### config.mk
export PLATFORM = sky130hd
export DESIGN_NAME = dec_timer
export DESIGN_NICKNAME = d
export VERILOG_FILES = /design/src/rtl/dec_timer_pkg.sv /design/src/rtl/dec_timer_dec.sv /design/src/rtl/dec_timer.sv
export SDC_FILE = /design/constraint.sdc
export NUM_CORES = 1
export LEC_CHECK = 0
export CORE_MARGIN = 2
export CORE_UTILIZATION = 44
export DETAILED_ROUTE_END_ITERATION = 8
export PLACE_DENSITY_LB_ADDON = 0.3
export SLEW_MARGIN = 20
export SYNTH_ARGS = -nofsm -noshare
export SYNTH_HDL_FRONTEND = slang
export SYNTH_SLANG_ARGS = --single-unit
### constraint.sdc
create_clock -name clk -period 2.5 [get_ports clk]
set_input_delay 0.625 -clock clk [delete_from_list [all_inputs] [get_ports clk]]
set_output_delay 0.625 -clock clk [all_outputs]
set_load 0.05 [all_outputs]
### src/rtl/dec_timer_pkg.sv
// Shared state type and state encodings for the dec_timer down-counting timer.
package dec_timer_pkg;

    typedef enum logic [1:0] {
        IDLE   = 2'd0,
        RUN    = 2'd1,
        EXPIRE = 2'd2
    } dec_timer_state_t;

    localparam logic [1:0] ST_IDLE   = 2'd0;
    localparam logic [1:0] ST_RUN    = 2'd1;
    localparam logic [1:0] ST_EXPIRE = 2'd2;

endpackage

### src/rtl/dec_timer_dec.sv
// Generic combinational decrementer: {borrow_o, y_o} = x_i - 1, the mirror of an incrementer.
module dec_timer_dec #(
    parameter int unsigned W = 32
) (
    input  logic [W-1:0] x_i,
    output logic [W-1:0] y_o,
    output logic         borrow_o
);

    assign {borrow_o, y_o} = {1'b0, x_i} - (W+1)'(1);

endmodule

### src/rtl/dec_timer.sv
// Loadable down-counting timer with valid/ready load and expiry ports.
// Optional periodic auto-reload enabled by defining DEC_TIMER_AUTORELOAD_EN.
module dec_timer
    import dec_timer_pkg::*;
#(
    parameter int unsigned W = 32
) (
    input  logic         clk,
    input  logic         rst_n,
    input  logic         load_vld_i,
    input  logic [W-1:0] load_cnt_i,
    output logic         load_rdy_o,
    input  logic         abort_i,
    output logic         expire_vld_o,
    input  logic         expire_rdy_i,
    output logic [W-1:0] cnt_o,
    output logic         busy_o
);

    logic [1:0]   state_q, state_d;
    logic [W-1:0] cnt_q, cnt_d;
    logic [W-1:0] dec_y;
    logic         borrow;
`ifdef DEC_TIMER_AUTORELOAD_EN
    logic [W-1:0] reload_q, reload_d;
`endif

    dec_timer_dec #(.W(W)) u_dec (
        .x_i      (cnt_q),
        .y_o      (dec_y),
        .borrow_o (borrow)
    );

    // Next-state and next-count logic; abort takes priority in RUN and EXPIRE.
    always_comb begin
        state_d  = state_q;
        cnt_d    = cnt_q;
`ifdef DEC_TIMER_AUTORELOAD_EN
        reload_d = reload_q;
`endif
        case (state_q)
            ST_IDLE: begin
                if (load_vld_i) begin
`ifdef DEC_TIMER_AUTORELOAD_EN
                    reload_d = load_cnt_i;
`endif
                    cnt_d = load_cnt_i;
                    if (load_cnt_i == '0) begin
                        state_d = ST_EXPIRE;
                    end else begin
                        state_d = ST_RUN;
                    end
                end
            end
            ST_RUN: begin
                if (abort_i) begin
                    state_d = ST_IDLE;
                    cnt_d   = '0;
`ifdef DEC_TIMER_AUTORELOAD_EN
                    reload_d = '0;
`endif
                end else begin
                    cnt_d = dec_y;
                    if (dec_y == '0) begin
                        state_d = ST_EXPIRE;
                    end
                end
            end
            ST_EXPIRE: begin
                if (abort_i) begin
                    state_d = ST_IDLE;
                    cnt_d   = '0;
`ifdef DEC_TIMER_AUTORELOAD_EN
                    reload_d = '0;
`endif
                end else if (expire_rdy_i) begin
`ifdef DEC_TIMER_AUTORELOAD_EN
                    if (reload_q != '0) begin
                        state_d = ST_RUN;
                        cnt_d   = reload_q;
                    end else begin
                        state_d = ST_IDLE;
                        cnt_d   = '0;
                    end
`else
                    state_d = ST_IDLE;
                    cnt_d   = '0;
`endif
                end
            end
            default: begin
                state_d = ST_IDLE;
                cnt_d   = '0;
            end
        endcase
    end

    always_ff @(posedge clk) begin
        if (!rst_n) begin
            state_q  <= ST_IDLE;
            cnt_q    <= '0;
`ifdef DEC_TIMER_AUTORELOAD_EN
            reload_q <= '0;
`endif
        end else begin
            state_q  <= state_d;
            cnt_q    <= cnt_d;
`ifdef DEC_TIMER_AUTORELOAD_EN
            reload_q <= reload_d;
`endif
        end
    end

    // The count is never zero while running, so the decrement cannot borrow there.
    assert property (@(posedge clk) disable iff (!rst_n) (state_q == ST_RUN) |-> !borrow);

    assign load_rdy_o   = (state_q == ST_IDLE);
    assign expire_vld_o = (state_q == ST_EXPIRE);
    assign busy_o       = (state_q != ST_IDLE);
    assign cnt_o        = cnt_q;

endmodule

### Word-level counts from Yosys, hierarchy flattened

Index checks and enable logic that the tools add are counted.

* $add $sub $neg: 1
* equality and inequality tests: 5
* multiplexer cells: 12
* reductions and logical operators: 6

Operator list (count)
* 32-bit two-way mux: 4
* 32-bit one-hot mux with 3 select lines: 1
* 32-bit logical NOT: 2
* 32-bit by 1-bit subtractor with 32-bit output, second input constant: 1
* 2-bit two-way mux: 6
* 2-bit one-hot mux with 3 select lines: 1
* 3-bit by 2-bit inequality test with 1-bit output, second input constant: 1
* 3-bit inequality test, second input constant: 1
* 3-bit AND reduction: 1
* 2-bit by 1-bit equality test with 1-bit output, second input constant: 1
* 2-bit equality test, second input constant: 1
* 2-bit logical NOT: 1
* 2-bit inequality test, second input constant: 1
* 2-bit AND reduction: 1
* 2-bit nonzero test: 1

* flip-flop bits (word level): 34
* bits of input ports: 37
* output and inout port bits: 35

### Logic depth before layout (Yosys ltp)

Gate-level depths: netlist (run 1).

* depth after elaboration: 5
* mapped depth: 11
* gate-level depth less buffers: 9

### Modules after synthesis

A second synthesis (run 1) with hierarchy kept.

* cell total of the unflattened synthesis: 337
* area total of the unflattened synthesis: 2503.7 um^2

By module, submodules not included
* dec_timer: times used 1, cells an instance 253, area an instance 1903.1 um^2, seq. area each 680.7 um^2
* dec_timer_dec: times used 1, cells an instance 84, area an instance 600.6 um^2, seq. area each 0.0 um^2

### Worst setup path before layout (run 1)

Ideal clock, no wire load.

* path type: register -> register
* start: reg cnt_q[1] (netlist: cnt_o[1])
* end: reg state_q[1]
* setup time: 122 ps
* data arrival time: 2530 ps
* setup slack: -151 ps
* cell stages (with the launch flop): 12
* buffers on the path: 2
* clock period less this slack: 2651 ps
* path through: dfxtp_1 buf_2 inv_1 ha_1 or3b_1 buf_2 nor2_2 nand3_1 xor2_1 nand3_1 nor3_2 o311a_1

* longest elaborated chain between the ends: 4

RTL lines
* start, declared: RTL line dec_timer.sv:21 `logic [W-1:0] cnt_q, cnt_d;`
* start signal, assigned: RTL line dec_timer.sv:107 `cnt_q <= cnt_d;`
* 32-bit by 1-bit subtractor with 32-bit output: RTL line dec_timer_dec.sv:10 `assign {borrow_o, y_o} = {1'b0, x_i} - (W+1)'(1);`
* 32-bit logical NOT: RTL line dec_timer.sv:64 `if (dec_y == '0) begin`
* 3-bit inequality test (no line)
* 3-bit AND reduction (no line)
* end signal, assigned: RTL line dec_timer.sv:106 `state_q <= state_d;`
* end, declared: RTL line dec_timer.sv:20 `logic [1:0] state_q, state_d;`

No other way between the ends.
A chain may end at the register's enable or synchronous reset.

### Worst setup path in the final report (run 1)

* start: reg cnt_q[0] (netlist: cnt_o[0])
* end: reg state_q[1]

Same word-level chain as after synthesis.

==> results of run 1 <==
==> flip-flops by register name, indices dropped and copies added, names as in the netlist <==
register  cells
cnt_o        32
state_q       2
==> per-stage QoR <==
stage / util / setup slack [ns] / area, sq um
2_1_floorplan: - / 0.00357 / 2690
3_3_place_gp: 0.612 / -0.00704 / 3620
3_5_place_dp: 0.612 / -0.0882 / 3620
4_1_cts: 0.631 / 0.0820 / 3730
5_1_grt: 0.641 / -0.0260 / 3790
6_report: 0.641 / 0.0600 / 3790
==> layout make-up <==
| class | instances | area, sq um | area share |
|---|---|---|---|
| sequential | 34 | 686 | 0.181 |
| multi-input combinational | 277 | 1880 | 0.497 |
| clock buffer | 8 | 110 | 0.0290 |
| timing repair buffer | 107 | 991 | 0.261 |
| inverter | 8 | 30.0 | 0.00791 |
| tap | 75 | 93.8 | 0.0247 |
==> worst max-delay path, stage by stage, from the launching register on <==
cell and delay (ns):
dfxtp_4 0.38, inv_1 0.06, ha_1 0.15, or3b_4 0.47, o31a_1 0.31, a2111oi_4 0.33, nand4_1 0.17, nor3_2 0.32
o311a_1 0.20
==> worst paths after layout <==
kind,start,to
max,cnt_o[0],state_q[1]
min,cnt_o[1],cnt_o[1]
max reg2reg,cnt_o[0],state_q[1]
min reg2reg,cnt_o[1],cnt_o[1]
==> power groups by stage <==
stage	registers (mW)	clock network (mW)	logic, mW
final	0.805	0.499	2.49
after global routing	0.819	0.516	2.68
after CTS	0.791	0.503	2.42
after detailed placement	0.801	0	2.39
after global placement	0.799	0	2.37
after floorplan	1.09	0	1.35
==> synthesized netlist by cell type, types with 4 or more instances <==
library cell,instances,share of area
nor4_1,13,0.030
nand4_1,9,0.021
o2bb2ai_1,8,0.026
buf_2,8,0.015
nor2_1,48,0.067
a22o_1,7,0.023
xnor2_1,8,0.026
clkbuf_1,19,0.027
o31ai_1,5,0.014
nor2b_1,4,0.0093
nand2_1,20,0.028
a22oi_1,28,0.078
nand3_1,5,0.0093
a21oi_1,12,0.022
inv_1,8,0.011
xor2_1,17,0.055
nor3_1,13,0.024
nand3b_1,5,0.014
or2_2,4,0.0093
dfxtp_1,34,0.25
o21ai_0,15,0.028
==> routing by layer <==
layer	share of wire	up-vias	wire length (um)
li1	-	1461	-
met1	0.41	1467	3700
met2	0.47	155	4190
met3	0.098	14	877
met4	0.016	0	140
met5	0	-	0
==> repair_timing <==
item                       CTS  global route
setup endpoints to repair    1             3
setup buffers                0             1
gates resized for setup      1             9
pin swaps                    0             4
==> logic make-up (layout without fill, tap and decap cells) <==
family,Yosys count,after routing,share of synthesized area
and+or+nand+nor,154,154,0.326
AOI/OAI and AO/OA,95,95,0.257
buffers and inverters,39,123,0.0666
DFF,34,34,0.253
xor gates and xnor gates,26,26,0.0876
adders and majority gates,2,2,0.00932
==> impl_metrics.tcl, run 1 <==
set metrics [dict create \
    p_total_mw 3.80 \
    via_per_inst 6.08 \
    p_sw_mw 1.86 \
    powerDensity_mw_per_mm2 1000 \
    hold_viol 0 \
    dpl.hpwl_mm 6.39 \
    slew_headroom 0.658 \
    ys.flop_type "dfxtp_1" \
    fin_tns_setup_ns 0 \
    final_common_cell "clkdlybuf4s50_1" \
    synth_nets 389 \
    ys.warnings.count 0 \
    hold_slack_ns 0.571 \
    grt_use_total 0.267 \
    htreeDepth 2 \
    cts_tree "done" \
    syn_area_sq_mm 0.00269 \
    rsz0062_at_grt "yes" \
    clock-root-buffer "clkbuf_8" \
    drive_gt1_frac 0.175 \
    cts.hold.buffers_added 0 \
    leakagePower_nw 1.44 \
    crit_fanout 8 \
    ios 72 \
    drtPass1Iterations 5 \
    die_h_um 82.1 \
    hold_class "reg2reg" \
    cp.required_ns 2.75 \
    grt-ovfl-total 0 \
    peakVddDrop_v 0.000570 \
    clk_latency_ns 0.30 \
    use_met3 0.0620 \
    synthCells 350 \
    port_buffers 71 \
    grt_max_degree 34 \
    use_met2 0.437 \
    drc 0 \
    final_cell_mix "70 x clkdlybuf4s50_1, 48 x nor2_1, 36 x buf_4" \
    synth-seq-area-share 0.253 \
    globalplace.congestion 0.952 \
    start_kind "flip-flop" \
    synth_cell_types 62 \
    max_freq_mhz 410 \
    grt_first_pass_wirelength_mm 13.8 \
    maxSlewViolCount 0 \
    worstMarginPinSlew_ns 0.512 \
    routed_wl_mm 8.91 \
    status "finished, final reports clean" \
    n_fill_cell 528 \
    pwr-share-comb 0.657 \
    synth_edf_count 0 \
    ant_nets 0 \
    antenna_cells 0 \
    clock_path_buffers 2 \
    p_seq_frac 0.212 \
    grt_busiest_layer "met2" \
    hold_path_depth 2 \
    finalSetupViolCount 0 \
    dieArea_sq_mm 0.00674 \
    reg2reg_slack_ns 0.06 \
    reg2regPathDepth 8 \
    clock_power_share 0.131 \
    min_period_over_period 0.976 \
    post-route-min-period_ns 2.44 \
    cts_made_buffers 5 \
    syn2layout_area_growth_pct 41.3 \
    p_int_mw 1.94 \
    drtIter0Drc 197 \
    instances_no_fill 509 \
    crit_path_end_kind "flip-flop" \
    clkTransAtPathRegs_ns 0.07 \
    nets 472 \
    rows 28 \
    drv_cap 0 \
    skew_ns 0.00867 \
    dpl.cell_count 500 \
    ys_ff_latch 34 \
    cts_sinks 34 \
    swShare 0.489 \
    dr_total_vias 3097 \
    grt_pass1_vias 2919 \
    start_util 0.454 \
    fp.dieW_um 82.1 \
    critPathArrivalTime_ns 2.69 \
    async_flop_share 0 \
    grt_use_met1 0.338 \
    synth.avg_cell_area_sq_um 7.67 \
    core_area_sq_mm 0.00592 \
    crit_type "reg2reg" \
    antenna_found_initial 0 \
    wl_per_cell_um 17.5 \
]
Note: power is estimated with default switching activity, not from simulation.
==> run 2: changes to the inputs <==
CORE_ASPECT_RATIO = 0.9   (was unset)
==> run 2 against run 1 <==
Effect of this change:
- non-clock buffer count increased by 5
- worst hold slack gained 0.0077 ns
- register-to-register slack gained 0.09 ns
- flip-flop and latch count stayed put
- maximum frequency is 1.1% higher
- count of clock-buffer cells in the layout shrank 2
- power increased by 2.2%
- combinational power rose by 2%
- final cell count shrank 0.20%
- first-iteration DRC count grew 41%
- global-route usage up 1.1 points
==> impl_metrics.tcl, run 2 (synthesized netlist as in run 1, its figures left out) <==
set metrics [dict create \
    ios 72 \
    skew_ns 0.0129 \
    p_total_mw 3.88 \
    dpl.hpwl_mm 6.59 \
    peakVddDrop_v 0.000709 \
    die_h_um 78.1 \
    grt_use_total 0.278 \
    max_freq_mhz 414 \
    drc 0 \
    hold_viol 0 \
    final_cell_mix "70 x clkdlybuf4s50_1, 48 x nor2_1, 40 x buf_4" \
    clk_latency_ns 0.29 \
    cts_made_buffers 5 \
    worstMarginPinSlew_ns 0.520 \
    start_util 0.464 \
    grt_max_degree 30 \
    fin_tns_setup_ns 0 \
    nets 477 \
    drtPass1Iterations 4 \
    dr_total_vias 3151 \
    crit_path_end_kind "output pin" \
    cp.required_ns 1.88 \
    grt-ovfl-total 0 \
    htreeDepth 2 \
    syn2layout_area_growth_pct 42.6 \
    grt_first_pass_wirelength_mm 15.0 \
    n_fill_cell 537 \
    port_buffers 71 \
    instances_no_fill 508 \
    clock-root-buffer "clkbuf_8" \
    fp.dieW_um 86.3 \
    cts_sinks 34 \
    routed_wl_mm 9.31 \
    crit_type "reg2out" \
    drive_gt1_frac 0.185 \
    post-route-min-period_ns 2.41 \
    core_area_sq_mm 0.00579 \
    ant_nets 0 \
    wl_per_cell_um 18.3 \
    utilization 0.661 \
    via_per_inst 6.20 \
    dieArea_sq_mm 0.00674 \
    dpl.cell_count 494 \
    largest_reg_flops 32 \
    globalplace.congestion 0.960 \
    drtIter0Drc 278 \
    final_common_cell "clkdlybuf4s50_1" \
    min_period_over_period 0.965 \
    rsz0062_at_grt "no" \
    finalSetupViolCount 0 \
    critPathArrivalTime_ns 1.79 \
    powerDensity_mw_per_mm2 1010 \
    status "finished, final reports clean" \
    start_kind "flip-flop" \
    rows 26 \
    drv_cap 0 \
    clkTransAtPathRegs_ns 0.08 \
    cts_tree "done" \
    antenna_found_initial 0 \
    grt_pass1_vias 2970 \
    maxSlewViolCount 0 \
    leakagePower_nw 1.47 \
    hold_class "reg2reg" \
    slew_headroom 0.652 \
    crit_fanout 5 \
    antenna_cells 0 \
    clock_path_buffers 2 \
]
-- run 2: cell types whose count changed in the layout (fill, tap and decap cells not counted), moves of 2 or more --
| cell | before | now |
|---|---|---|
| nor4_2 | 3 | 1 |
| buf_4 | 36 | 40 |
| inv_1 | 8 | 6 |
| nor4_1 | 11 | 13 |
| inv_2 | 0 | 2 |
| clkbuf_8 | 8 | 6 |
-- run 2: final cells by class --
type / count / area (sq um) / area share
Clock buffer: 6 / 82.6 / 0.0216
Multi-Input combinational cell: 277 / 1870 / 0.488
Inverter: 8 / 30.0 / 0.00784
Clock inverter: 1 / 30.0 / 0.00784
Sequential cell: 34 / 688 / 0.180
Tap cell: 70 / 87.6 / 0.0229
Timing Repair Buffer: 112 / 1040 / 0.272
-- run 2: critical path, cell delays in order, from the launching register on --
cell and delay, ns:
dfxtp_1 0.45, or2_2 0.21, clkdlybuf4s50_1 0.83
-- run 2: final timing paths --
kind	start	depth (start not counted)	slack [ns]	end
setup / recovery	state_q[0]	2	0.09	busy_o
hold / removal	cnt_o[28]	2	0.58	cnt_o[28]
setup reg to reg	cnt_o[1]	9	0.15	state_q[1]
hold reg to reg	cnt_o[28]	2	0.58	cnt_o[28]
-- run 2: per-layer routing --
layer  up-vias  routed length (um)  GRT usage
li1       1468                   -          -
met1      1503                4150      0.394
met2       167                4150      0.431
met3        13                 862     0.0484
met4         0                 146     0.0781
met5         -                   0          0
-- run 2: repair_timing --
item	4_1_cts	5_1_grt
setup endpoints to repair	0	2
resized for setup	0	12
buffers inserted	0	7
hold buffers	0	0
-- run 2: report_power, final --
| group | total [mW] | internal, mW | switching, mW | leakage, nW |
|---|---|---|---|---|
| Combinational | 2.53 | 1.04 | 1.50 | 1.13 |
| Sequential | 0.809 | 0.646 | 0.164 | 0.281 |
| Clock | 0.540 | 0.319 | 0.220 | 0.0573 |
-- run 2: through the flow --
stage | hold slack (ns) | worst slack (ns) | instance area, sq um
floorplan | 0.628 | 0.00357 | 2690
global placement | 0.554 | 0.0163 | 3620
detailed placement | 0.555 | -0.0691 | 3620
CTS | 0.571 | 0.0124 | 3730
global route | 0.609 | 0.0160 | 3830
finish | 0.579 | 0.0872 | 3830
